`config.mk`:
```
export PLATFORM = sky130hd
export DESIGN_NAME = frame_max_finder
export DESIGN_NICKNAME = d
export VERILOG_FILES = /design/src/rtl/frame_max_finder.sv
export SDC_FILE = /design/constraint.sdc
export NUM_CORES = 1
export LEC_CHECK = 0
export ABC_CLOCK_PERIOD_IN_PS = 1800
export CORE_UTILIZATION = 47
export CTS_CLUSTER_SIZE = 20
export DETAILED_ROUTE_END_ITERATION = 10
export PLACE_DENSITY = 0.74
export RECOVER_POWER = 25
export SLEW_MARGIN = 20
export SYNTH_ARGS = -nofsm -noshare
export SYNTH_HDL_FRONTEND = slang
export SYNTH_SLANG_ARGS = --single-unit
export TNS_END_PERCENT = 1
```
`constraint.sdc`:
```
create_clock -name clk -period 1.8 [get_ports clk]
set_clock_uncertainty 0.2 [all_clocks]
set_input_delay 0.18 -clock clk [delete_from_list [all_inputs] [get_ports clk]]
set_output_delay 0.18 -clock clk [all_outputs]
set_load 0.02 [all_outputs]
```
`src/rtl/frame_max_finder.sv`:
```
// Purpose : per-frame running maximum (first occurrence), its index, sample count and overflow flag.
// Latency : result valid the cycle after the accept carrying in_last.
// Backpr. : in_ready drops while a result is held; the result stays stable until out_valid && out_ready.
//
// Ports:
//   clk, rst                          - clock, synchronous active-high reset
//   in_valid/in_ready/in_data/in_last - sample stream, in_last marks the frame's final sample
//   out_valid/out_ready               - result handshake
//   out_max/out_max_idx/out_count/out_overflow - registered frame result
module frame_max_finder #(
    parameter int DATA_WIDTH = 4,
    parameter int CNT_WIDTH  = 4
) (
    input  logic                  clk,
    input  logic                  rst,
    input  logic                  in_valid,
    output logic                  in_ready,
    input  logic [DATA_WIDTH-1:0] in_data,
    input  logic                  in_last,
    output logic                  out_valid,
    input  logic                  out_ready,
    output logic [DATA_WIDTH-1:0] out_max,
    output logic [CNT_WIDTH-1:0]  out_max_idx,
    output logic [CNT_WIDTH:0]    out_count,
    output logic                  out_overflow
);

    localparam logic [1:0] S_IDLE  = 2'd0;
    localparam logic [1:0] S_ACCUM = 2'd1;
    localparam logic [1:0] S_HOLD  = 2'd2;

    // Saturation point of the counter: 2^CNT_WIDTH.
    localparam logic [CNT_WIDTH:0] CNT_MAX = {1'b1, {CNT_WIDTH{1'b0}}};
    localparam logic [CNT_WIDTH:0] CNT_ONE = {{CNT_WIDTH{1'b0}}, 1'b1};

    typedef struct packed {
        logic [DATA_WIDTH-1:0] max;
        logic [CNT_WIDTH-1:0]  idx;
        logic [CNT_WIDTH:0]    cnt;
        logic                  ovf;
    } result_t;

    localparam result_t RESULT_ZERO = '0;

    logic [1:0] r_state;
    logic       r_in_ready;
    logic       r_out_valid;
    result_t    r_acc;      // running accumulators for the frame in progress
    result_t    r_res;      // last completed result, drives the outputs
    result_t    w_acc_nxt;  // accumulator value if the current sample is accepted
    logic       w_accept;
    logic       w_transfer;

    assign w_accept   = in_valid && r_in_ready;
    assign w_transfer = r_out_valid && out_ready;

    // Next accumulator contents assuming an accept this cycle.
    always_comb begin
        w_acc_nxt = r_acc;
        if (r_state == S_IDLE) begin
            w_acc_nxt.max = in_data;
            w_acc_nxt.idx = '0;
            w_acc_nxt.cnt = CNT_ONE;
            w_acc_nxt.ovf = 1'b0;
        end else if (r_acc.cnt == CNT_MAX) begin
            // Frame too long: sample is swallowed without comparison.
            w_acc_nxt.ovf = 1'b1;
        end else begin
            // Strict compare so ties keep the first occurrence.
            if (in_data > r_acc.max) begin
                w_acc_nxt.max = in_data;
                w_acc_nxt.idx = r_acc.cnt[CNT_WIDTH-1:0];
            end
            w_acc_nxt.cnt = r_acc.cnt + CNT_ONE;
        end
    end

    always_ff @(posedge clk) begin
        if (rst) begin
            r_state     <= S_IDLE;
            r_in_ready  <= 1'b1;
            r_out_valid <= 1'b0;
            r_acc       <= RESULT_ZERO;
            r_res       <= RESULT_ZERO;
        end else begin
            case (r_state)
                S_IDLE, S_ACCUM: begin
                    if (w_accept) begin
                        r_acc <= w_acc_nxt;
                        if (in_last) begin
                            r_state     <= S_HOLD;
                            r_in_ready  <= 1'b0;
                            r_out_valid <= 1'b1;
                            r_res       <= w_acc_nxt;
                        end else begin
                            r_state <= S_ACCUM;
                        end
                    end
                end
                S_HOLD: begin
                    if (w_transfer) begin
                        r_state     <= S_IDLE;
                        r_in_ready  <= 1'b1;
                        r_out_valid <= 1'b0;
                    end
                end
                default: begin
                    r_state     <= S_IDLE;
                    r_in_ready  <= 1'b1;
                    r_out_valid <= 1'b0;
                end
            endcase
        end
    end

    assign in_ready     = r_in_ready;
    assign out_valid    = r_out_valid;
    assign out_max      = r_res.max;
    assign out_max_idx  = r_res.idx;
    assign out_count    = r_res.cnt;
    assign out_overflow = r_res.ovf;

endmodule

```
==> summary.md, run 1 <==
| Metric | Value |
|---|---|
| Arrival time of data at the critical path endpoint | `1.93 ns` |
| DRC violation count after routing | `0` |
| Status | `finished, violations left` |
| Peak supply drop | `~0.00037 V` |
| Initial drt markers | `49` |
| Post-Synthesis Net Count | `just under 200` |
| Hold-fix buffers, CTS | `0` |
| Post-layout instance count excluding filler cells | `approximately 280` |
| Worst reg-to-reg setup slack | `-0.11 ns` |
| Area of the die | `about 0.0036 mm2` |
| Vias per Instance | `roughly 5.4` |
| Classification of the worst setup path | `flip-flop to flip-flop` |
| Core Footprint | `around 0.0031 mm2` |
| Number of antenna violations at the first check in global routing | `0` |
| Remaining antenna violation count after routing | `0` |
| Number of clock sinks | `32` |
| Crit-path slowest cell | `dfxtp_2` |
| Final setup margin | `-0.109 ns` |
| Fraction of power consumed by combinational cells | `26.6%` |
| Maximum clock path buffer count | `2` |
| Achievable frequency | `approximately 0.52 GHz` |
| Crit path max-delay family | `compound AO/OA/AOI/OAI gates` |
| Number of placement rows | `20` |
| Nets | `249` |
| Number of global-route vias before repair | `roughly 1500` |
| Net switching share of the total power | `a little under a third` |
| Utilization of the core after routing | `approximately 72%` |
| Total Neg Setup Slack | `-0.540 ns` |
| Endpoint kind of the worst setup timing path | `flip-flop` |
| Launch instance of the worst min-delay path | `in_data[0]` |
| Final critical path time including I/O delays and setup | `between 1.5 and 2 ns` |
| Routed wire length | `about 4.0 mm` |
| Clk Latency, worst-skew pair | `~0.33 ns` |
| Power per unit of standard cell area | `726 mW/mm2` |
| Number of filler instances in the final layout | `243` |
| Routability-driven placement congestion ratio | `0.848` |
| Tightest Pin Transition | `0.465 ns` |
| Avg Synthesized Cell Area | `between 8 and 9 um2` |
| Clock tree root driver cell | `clkbuf_4` |
| Relative slew slack | `between 60% and 70%` |
| IO Port Bufs | `24` |
| Area growth, synth to finish | `40.7%` |
| Worst path max stage delay | `0.35 ns` |
| Unrepaired setup endpoints after global routing | `true` |
| Die outline height | `about 60 um` |
| Clock transition at the register clock pins on the worst setup and hold paths after CTS | `0.10 ns` |
| Total power | `1.63 mW` |
| Number of clock buffers inserted by TritonCTS | `5` |
| Violated checks | `negative setup slack` |
| Series of cell instances along the critical path | `inv_2 -> ha_4 -> a21o_1 -> nand2b_4 -> o21ai_4 -> mux2i_2 -> a211oi_1` |
| Vias after detailed routing | `1500` |
| Capture instance of the worst register-to-register path | `out_max[0]` |
| WP depth | `7` |
| Number of diodes | `0` |
| Hold Crit Endpoint | `r_acc[10]` |
| Final period utilization | `106%` |
| Cell-internal power | `1.14 mW` |
| Post-synthesis instance area | `between 0.0015 and 0.002 mm2` |
| Number of cells on the worst reg-to-reg path | `7` |
| Starting utilization of the core area | `51.1%` |
| Fraction of final layout cells with drive strength greater than 1 | `roughly 29%` |
| Total routing resource utilization after global routing | `between 20% and 30%` |
| Total setup violations reported at the end of the flow | `11` |
| Leakage | `0.911 nW` |
| Number of instances in the synthesized netlist | `181` |
| Hold crit path type | `input port to flip-flop` |
| Launching element type of the critical path | `flip-flop` |
| Net Sw Power | `between 0.4 and 0.5 mW` |
| Final number of max-transition violations | `0` |
| Total placed cells including tap cells | `269` |
| YS warnings | `0` |
| Post-Layout Inst Area | `around 0.0022 mm2` |
| Flip-flop and latch count after synthesis | `32` |
| Maximum number of pins on one net before global-route repair | `14` |
| Die X-Extent | `between 60 and 70 um` |
| Clock tree from TritonCTS | `done` |
| Detail Placement HPWL | `about 3.0 mm` |
| CTS H-tree depth | `2` |
| Total of max-cap violations | `0` |
| Grt ovf | `0` |
| Cell area reported after detailed placement | `just over 0.002 mm2` |
| WL per Instance | `14.3 um` |
| Share of synthesized area occupied by flip-flops and latches | `between 40% and 50%` |
| Count of cells along the worst hold path | `4` |
| First-pass GRT wire length | `6.57 mm` |
| Worst hold slack | `between 0.15 and 0.2 ns` |
| Endpoint required time on the critical path | `roughly 1.8 ns` |
| Netlist cell types | `34` |
| Startpoint of the lowest-slack register-to-register path | `r_acc[13]` |
| Share of power burned in registers | `46.8%` |
| Critical path peak fanout | `4` |
| Clock group share of total power | `26.7%` |
| Worst-case setup slack after placement | `-0.538 ns` |
| Final count of hold timing violations | `0` |
| Detailed Routing Iterations Pass 1 | `4` |
| Worst path bufs/invs | `1` |
| Top-Level Pins | `25` |
## layout by cell type (no fill, tap or decap), types with 2 or more instances in the layout
cell,count
clkbuf_4,6
nor3_1,2
inv_1,7
a211oi_1,5
ha_1,2
mux2i_2,2
nand2_1,14
dlygate4sd2_1,3
clkdlybuf4s50_1,18
xor2_1,2
nand3_1,13
a21o_1,5
dfxtp_1,27
clkinv_2,2
clkbuf_1,3
o21ai_0,2
inv_2,4
buf_4,30
dlygate4sd3_1,2
nand4b_1,2
a311oi_1,2
o211a_4,2
nor2_1,16
and2_1,2
a21oi_1,18
ha_4,4
a22o_1,4
mux2i_1,11
dfxtp_2,5
xnor2_1,2
o21ai_4,2
## cells in the mapped netlist (all sizes together)
library cell / number / area share [%]
nor4bb: 1 / 0.63
and4b: 1 / 0.86
inv: 11 / 2.6
or2: 1 / 0.39
and2: 2 / 0.78
xnor2: 2 / 1.1
nand2: 14 / 3.3
nor2b: 1 / 0.39
nor3: 3 / 0.94
nand2b: 2 / 0.78
o21a: 1 / 0.94
dfxtp: 32 / 40
a21o: 5 / 2.3
ha: 6 / 4.7
and4: 1 / 0.55
o21ai: 5 / 3.0
a211oi: 5 / 2.3
a311oi: 2 / 1.1
nor2: 18 / 4.7
a21oi: 18 / 5.6
xor2: 2 / 1.1
buf: 5 / 2.5
a22o: 4 / 2.2
nand4b: 2 / 1.1
o211a: 2 / 1.3
nand3: 13 / 4.1
o211ai: 1 / 0.47
clkbuf: 7 / 1.6
a31oi: 1 / 0.39
mux2i: 13 / 8.1
## layer usage
| metal | up-vias | track usage [%] | share of wire [%] |
|---|---|---|---|
| li1 | 737 | - | - |
| met1 | 708 | 28.4 | 41 |
| met2 | 47 | 45.1 | 51 |
| met3 | 8 | 6.71 | 6.4 |
| met4 | 0 | 7.64 | 1.9 |
| met5 | - | 0 | 0 |
## state kept, by name, indices dropped and copies added, names as in the netlist
signal / count
out_max: 4
in_ready: 1
out_max_idx: 4
out_overflow: 1
r_state: 2
r_acc: 14
out_valid: 1
out_count: 5
## worst register-to-register path, stage by stage, from the launching register on
cell and delay, ns:
dfxtp_2 0.35, inv_2 0.05, ha_4 0.22, a21o_1 0.17, nand2b_4 0.16, o21ai_4 0.27
mux2i_2 0.28, a211oi_1 0.10
## worst max-delay path by stage
stage | slack (ns) | from | to
after floorplan | -0.12 | r_acc[11] | r_acc[8]
after global placement | -0.47 | in_data[1] | out_max[1]
after detailed placement | -0.54 | in_data[1] | out_max[0]
after CTS | -0.08 | r_acc[11] | out_max[0]
after global routing | -0.17 | r_acc[1] | out_max[0]
final | -0.11 | r_acc[13] | out_max[0]
## final cells by class
type / instances / area (um2) / share of cell area, %
multi-input combinational: 126 / 962 / 42.8
sequential: 32 / 647 / 28.8
inverter: 11 / 41.3 / 1.84
clock inverter: 2 / 10.0 / 0.445
timing repair buffer: 58 / 482 / 21.4
clock buffer: 6 / 51.3 / 2.28
tap: 44 / 55.1 / 2.45
## power groups by stage
stage	clock (mW)	combinational, mW	sequential [mW]
floorplan	0	0.199	0.805
CTS	0.447	0.430	0.764
detailed placement	0	0.385	0.778
global route	0.473	0.469	0.767
finish	0.435	0.434	0.763
global placement	0	0.373	0.776
## kinds of logic (layout without fill, tap and decap cells)
logic type / after synthesis / count (layout) / synth area share (%)
buffers and inverters: 23 / 77 / 6.73
adders and majority gates: 6 / 6 / 4.70
AOI/OAI and AO/OA: 44 / 44 / 19.7
muxes: 13 / 13 / 8.14
and+or+nand+nor: 59 / 59 / 18.5
xor gates and xnor gates: 4 / 4 / 2.19
DFF: 32 / 32 / 40.1
## timing repair
| action | CTS | global route |
|---|---|---|
| gates resized for setup | 22 | 5 |
| pin swaps | 10 | 1 |
| setup buffers | 2 | 0 |
| cloned | 0 | 0 |
| endpoints found under the setup margin | 21 | 23 |
Note: power is estimated with default switching activity, not from simulation.
==> run 2, diff against run 1 <==
--- a/config.mk
+++ b/config.mk
@@ -7,8 +7,10 @@
 export LEC_CHECK = 0
 export ABC_CLOCK_PERIOD_IN_PS = 1800
 export CORE_UTILIZATION = 47
-export CTS_CLUSTER_SIZE = 20
+export CTS_CLUSTER_DIAMETER = 200
+export CTS_CLUSTER_SIZE = 30
 export DETAILED_ROUTE_END_ITERATION = 10
+export GPL_ROUTABILITY_DRIVEN = 0
 export PLACE_DENSITY = 0.74
 export RECOVER_POWER = 25
 export SLEW_MARGIN = 20
==> run 2 against run 1 <==
Net effect: the flow still finishes with violations (negative setup slack); via count is 2.0% higher; flip-flop and latch count did not move; clock power down 1%; routed wire length is 6.9% higher; core utilization about the same; final cell count did not move; maximum frequency shrank 4.1%; worst setup slack worse by 0.082 ns; non-clock buffer count unchanged; global-route usage rose by 0.45 points; critical path depth rose by 2; largest cell class unchanged.
==> summary.md, run 2 (synthesized netlist as in run 1, its figures left out) <==
| Metric | Value |
|---|---|
| Crit-path slowest cell | `clkdlybuf4s50_1` |
| Share of power burned in registers | `between 40% and 50%` |
| Clk Latency, worst-skew pair | `0.34 ns` |
| Number of antenna violations at the first check in global routing | `0` |
| Post-Layout Inst Area | `0.00225 mm2` |
| Total Neg Setup Slack | `-1.70 ns` |
| Final period utilization | `111%` |
| Total setup violations reported at the end of the flow | `15` |
| Worst reg-to-reg setup slack | `-0.18 ns` |
| Clock tree root driver cell | `clkbuf_4` |
| DRC violation count after routing | `0` |
| Worst-case setup slack after placement | `-0.526 ns` |
| Final critical path time including I/O delays and setup | `roughly 2 ns` |
| Arrival time of data at the critical path endpoint | `about 2.0 ns` |
| Total power | `1.64 mW` |
| Clock transition at the register clock pins on the worst setup and hold paths after CTS | `~0.10 ns` |
| Fraction of final layout cells with drive strength greater than 1 | `~29%` |
| Initial drt markers | `between 70 and 80` |
| Die outline height | `about 60 um` |
| Number of filler instances in the final layout | `between 200 and 250` |
| Core Footprint | `0.00313 mm2` |
| Relative slew slack | `between 70% and 80%` |
| Startpoint of the lowest-slack register-to-register path | `r_acc[13]` |
| Utilization of the core after routing | `about 72%` |
| Nets | `between 200 and 250` |
| Number of cells on the worst reg-to-reg path | `7` |
| CTS H-tree depth | `2` |
| Area growth, synth to finish | `40.8%` |
| Starting utilization of the core area | `51.1%` |
| Achievable frequency | `~0.50 GHz` |
| Endpoint required time on the critical path | `~1.9 ns` |
| Area of the die | `approximately 0.0036 mm2` |
| Clock group share of total power | `between 20% and 30%` |
| Number of clock sinks | `32` |
| Violated checks | `negative setup slack` |
| Net switching share of the total power | `between 30% and 40%` |
| Fraction of power consumed by combinational cells | `~27%` |
| Worst path max stage delay | `between 0.4 and 0.5 ns` |
| First-pass GRT wire length | `between 6 and 7 mm` |
| Hold Crit Endpoint | `out_overflow` |
| Net Sw Power | `slightly below 0.5 mW` |
| Detail Placement HPWL | `between 3 and 4 mm` |
| Critical path peak fanout | `4` |
| Tightest Pin Transition | `0.398 ns` |
| Leakage | `a little over 0.9 nW` |
| Status | `finished, violations left` |
| Flip-flop count of the largest register, all copies and words added | `14` |
| Final count of hold timing violations | `0` |
| Final number of max-transition violations | `0` |
| Unrepaired setup endpoints after global routing | `true` |
| IO Port Bufs | `24` |
| Commonest non-fill, non-tap cell in the layout | `buf_4` |
| Count of cells along the worst hold path | `2` |
| Grt ovf | `0` |
| Worst setup startpoint | `in_data[0]` |
| Number of clock buffers inserted by TritonCTS | `5` |
| Classification of the worst setup path | `input port to flip-flop` |
| Cell-internal power | `roughly 1.1 mW` |
| Commonest cells after routing, fill and taps aside | `29 x buf_4, 27 x dfxtp_1, 22 x clkdlybuf4s50_1` |
| Launch instance of the worst min-delay path | `out_overflow` |
| Series of cell instances along the critical path | `clkdlybuf4s50_1 -> inv_1 -> ha_1 -> and4_4 -> o21ai_4 -> buf_6 -> o21ai_4 -> mux2i_2 -> a211oi_1` |
| Routed wire length | `4.28 mm` |
| Total of max-cap violations | `0` |
| Capture instance of the worst register-to-register path | `out_max[0]` |
| Vias per Instance | `around 5.5` |
| Worst path bufs/invs | `3` |
| Launching element type of the critical path | `input port` |
| Cell area reported after detailed placement | `0.00207 mm2` |
| Total routing resource utilization after global routing | `about a quarter` |
| Number of diodes | `0` |
| Die X-Extent | `slightly above 60 um` |
| Remaining antenna violation count after routing | `0` |
| Crit path max-delay family | `buffers and inverters` |
| Number of placement rows | `20` |
| Vias after detailed routing | `1530` |
| Maximum clock path buffer count | `2` |
| Endpoint kind of the worst setup timing path | `flip-flop` |
| Number of global-route vias before repair | `~1500` |
| Final setup margin | `-0.191 ns` |
| Maximum number of pins on one net before global-route repair | `15` |
| Detailed Routing Iterations Pass 1 | `5` |
| Power per unit of standard cell area | `729 mW/mm2` |
| Hold crit path type | `flip-flop to flip-flop` |
| Clock tree from TritonCTS | `done` |
| Peak supply drop | `approximately 0.00055 V` |
| Cell occurring most often along the worst timing path | `o21ai_4` |
| Reg with most FFs | `r_acc` |
| Top-Level Pins | `25` |
| WL per Instance | `approximately 15 um` |
| Hold-fix buffers, CTS | `0` |
-- run 2: layout make-up --
type | instances | area (um2) | area share (%)
flip-flops and latches | 32 | 647 | 28.8
inverters | 11 | 41.3 | 1.84
clock buffers | 6 | 51.3 | 2.28
well taps | 44 | 55.1 | 2.45
multi-input cells | 126 | 956 | 42.5
clock inverters | 2 | 10.0 | 0.445
repair buffers | 58 | 489 | 21.7
-- run 2: worst max-delay path by stage --
stage                       endpoint  slack, ns  cells after the start
after floorplan             r_acc[8]      -0.12                      7
after global placement     r_acc[13]      -0.49                      8
after detailed placement    r_acc[7]      -0.53                      8
after CTS                   r_acc[8]      -0.13                      7
after global routing      out_max[1]      -0.22                      7
final                     out_max[0]      -0.19                      9
-- run 2: power groups by stage --
stage / clock (mW) / combinational, mW / sequential (mW)
6_report: 0.430 / 0.445 / 0.764
5_1_grt: 0.475 / 0.475 / 0.768
4_1_cts: 0.438 / 0.411 / 0.763
3_5_place_dp: 0 / 0.386 / 0.778
3_3_place_gp: 0 / 0.372 / 0.776
2_1_floorplan: 0 / 0.199 / 0.805
-- run 2: what timing repair did --
| item | in CTS | in global routing |
|---|---|---|
| setup buffers | 0 | 3 |
| setup endpoints to repair | 23 | 23 |
| pin swaps | 9 | 10 |
| gates resized for setup | 13 | 10 |
-- run 2: metal layers --
layer,share of wire (%),vias to the layer above,track usage [%],wire length (um)
met1,41,727,27.8,1770
met2,51,53,45.4,2180
met3,6.2,10,7.58,266
li1,-,740,-,-
met4,1.5,0,10.3,65
met5,0,-,0,0
-- run 2: worst reg2reg max path, cell delays in order (launching register included) --
cell and delay (ns):
dfxtp_2 0.37, inv_2 0.05, ha_4 0.22, a21o_1 0.20, nand2b_4 0.17, o21ai_4 0.26, mux2i_2 0.29, a211oi_1 0.11
-- run 2: stage by stage --
step                hold WS, ns  cells
CTS                       0.272    276
detailed placement        0.253    268
global route              0.304    279
finish                    0.272    279
floorplan                 0.127    181
global placement          0.242    268
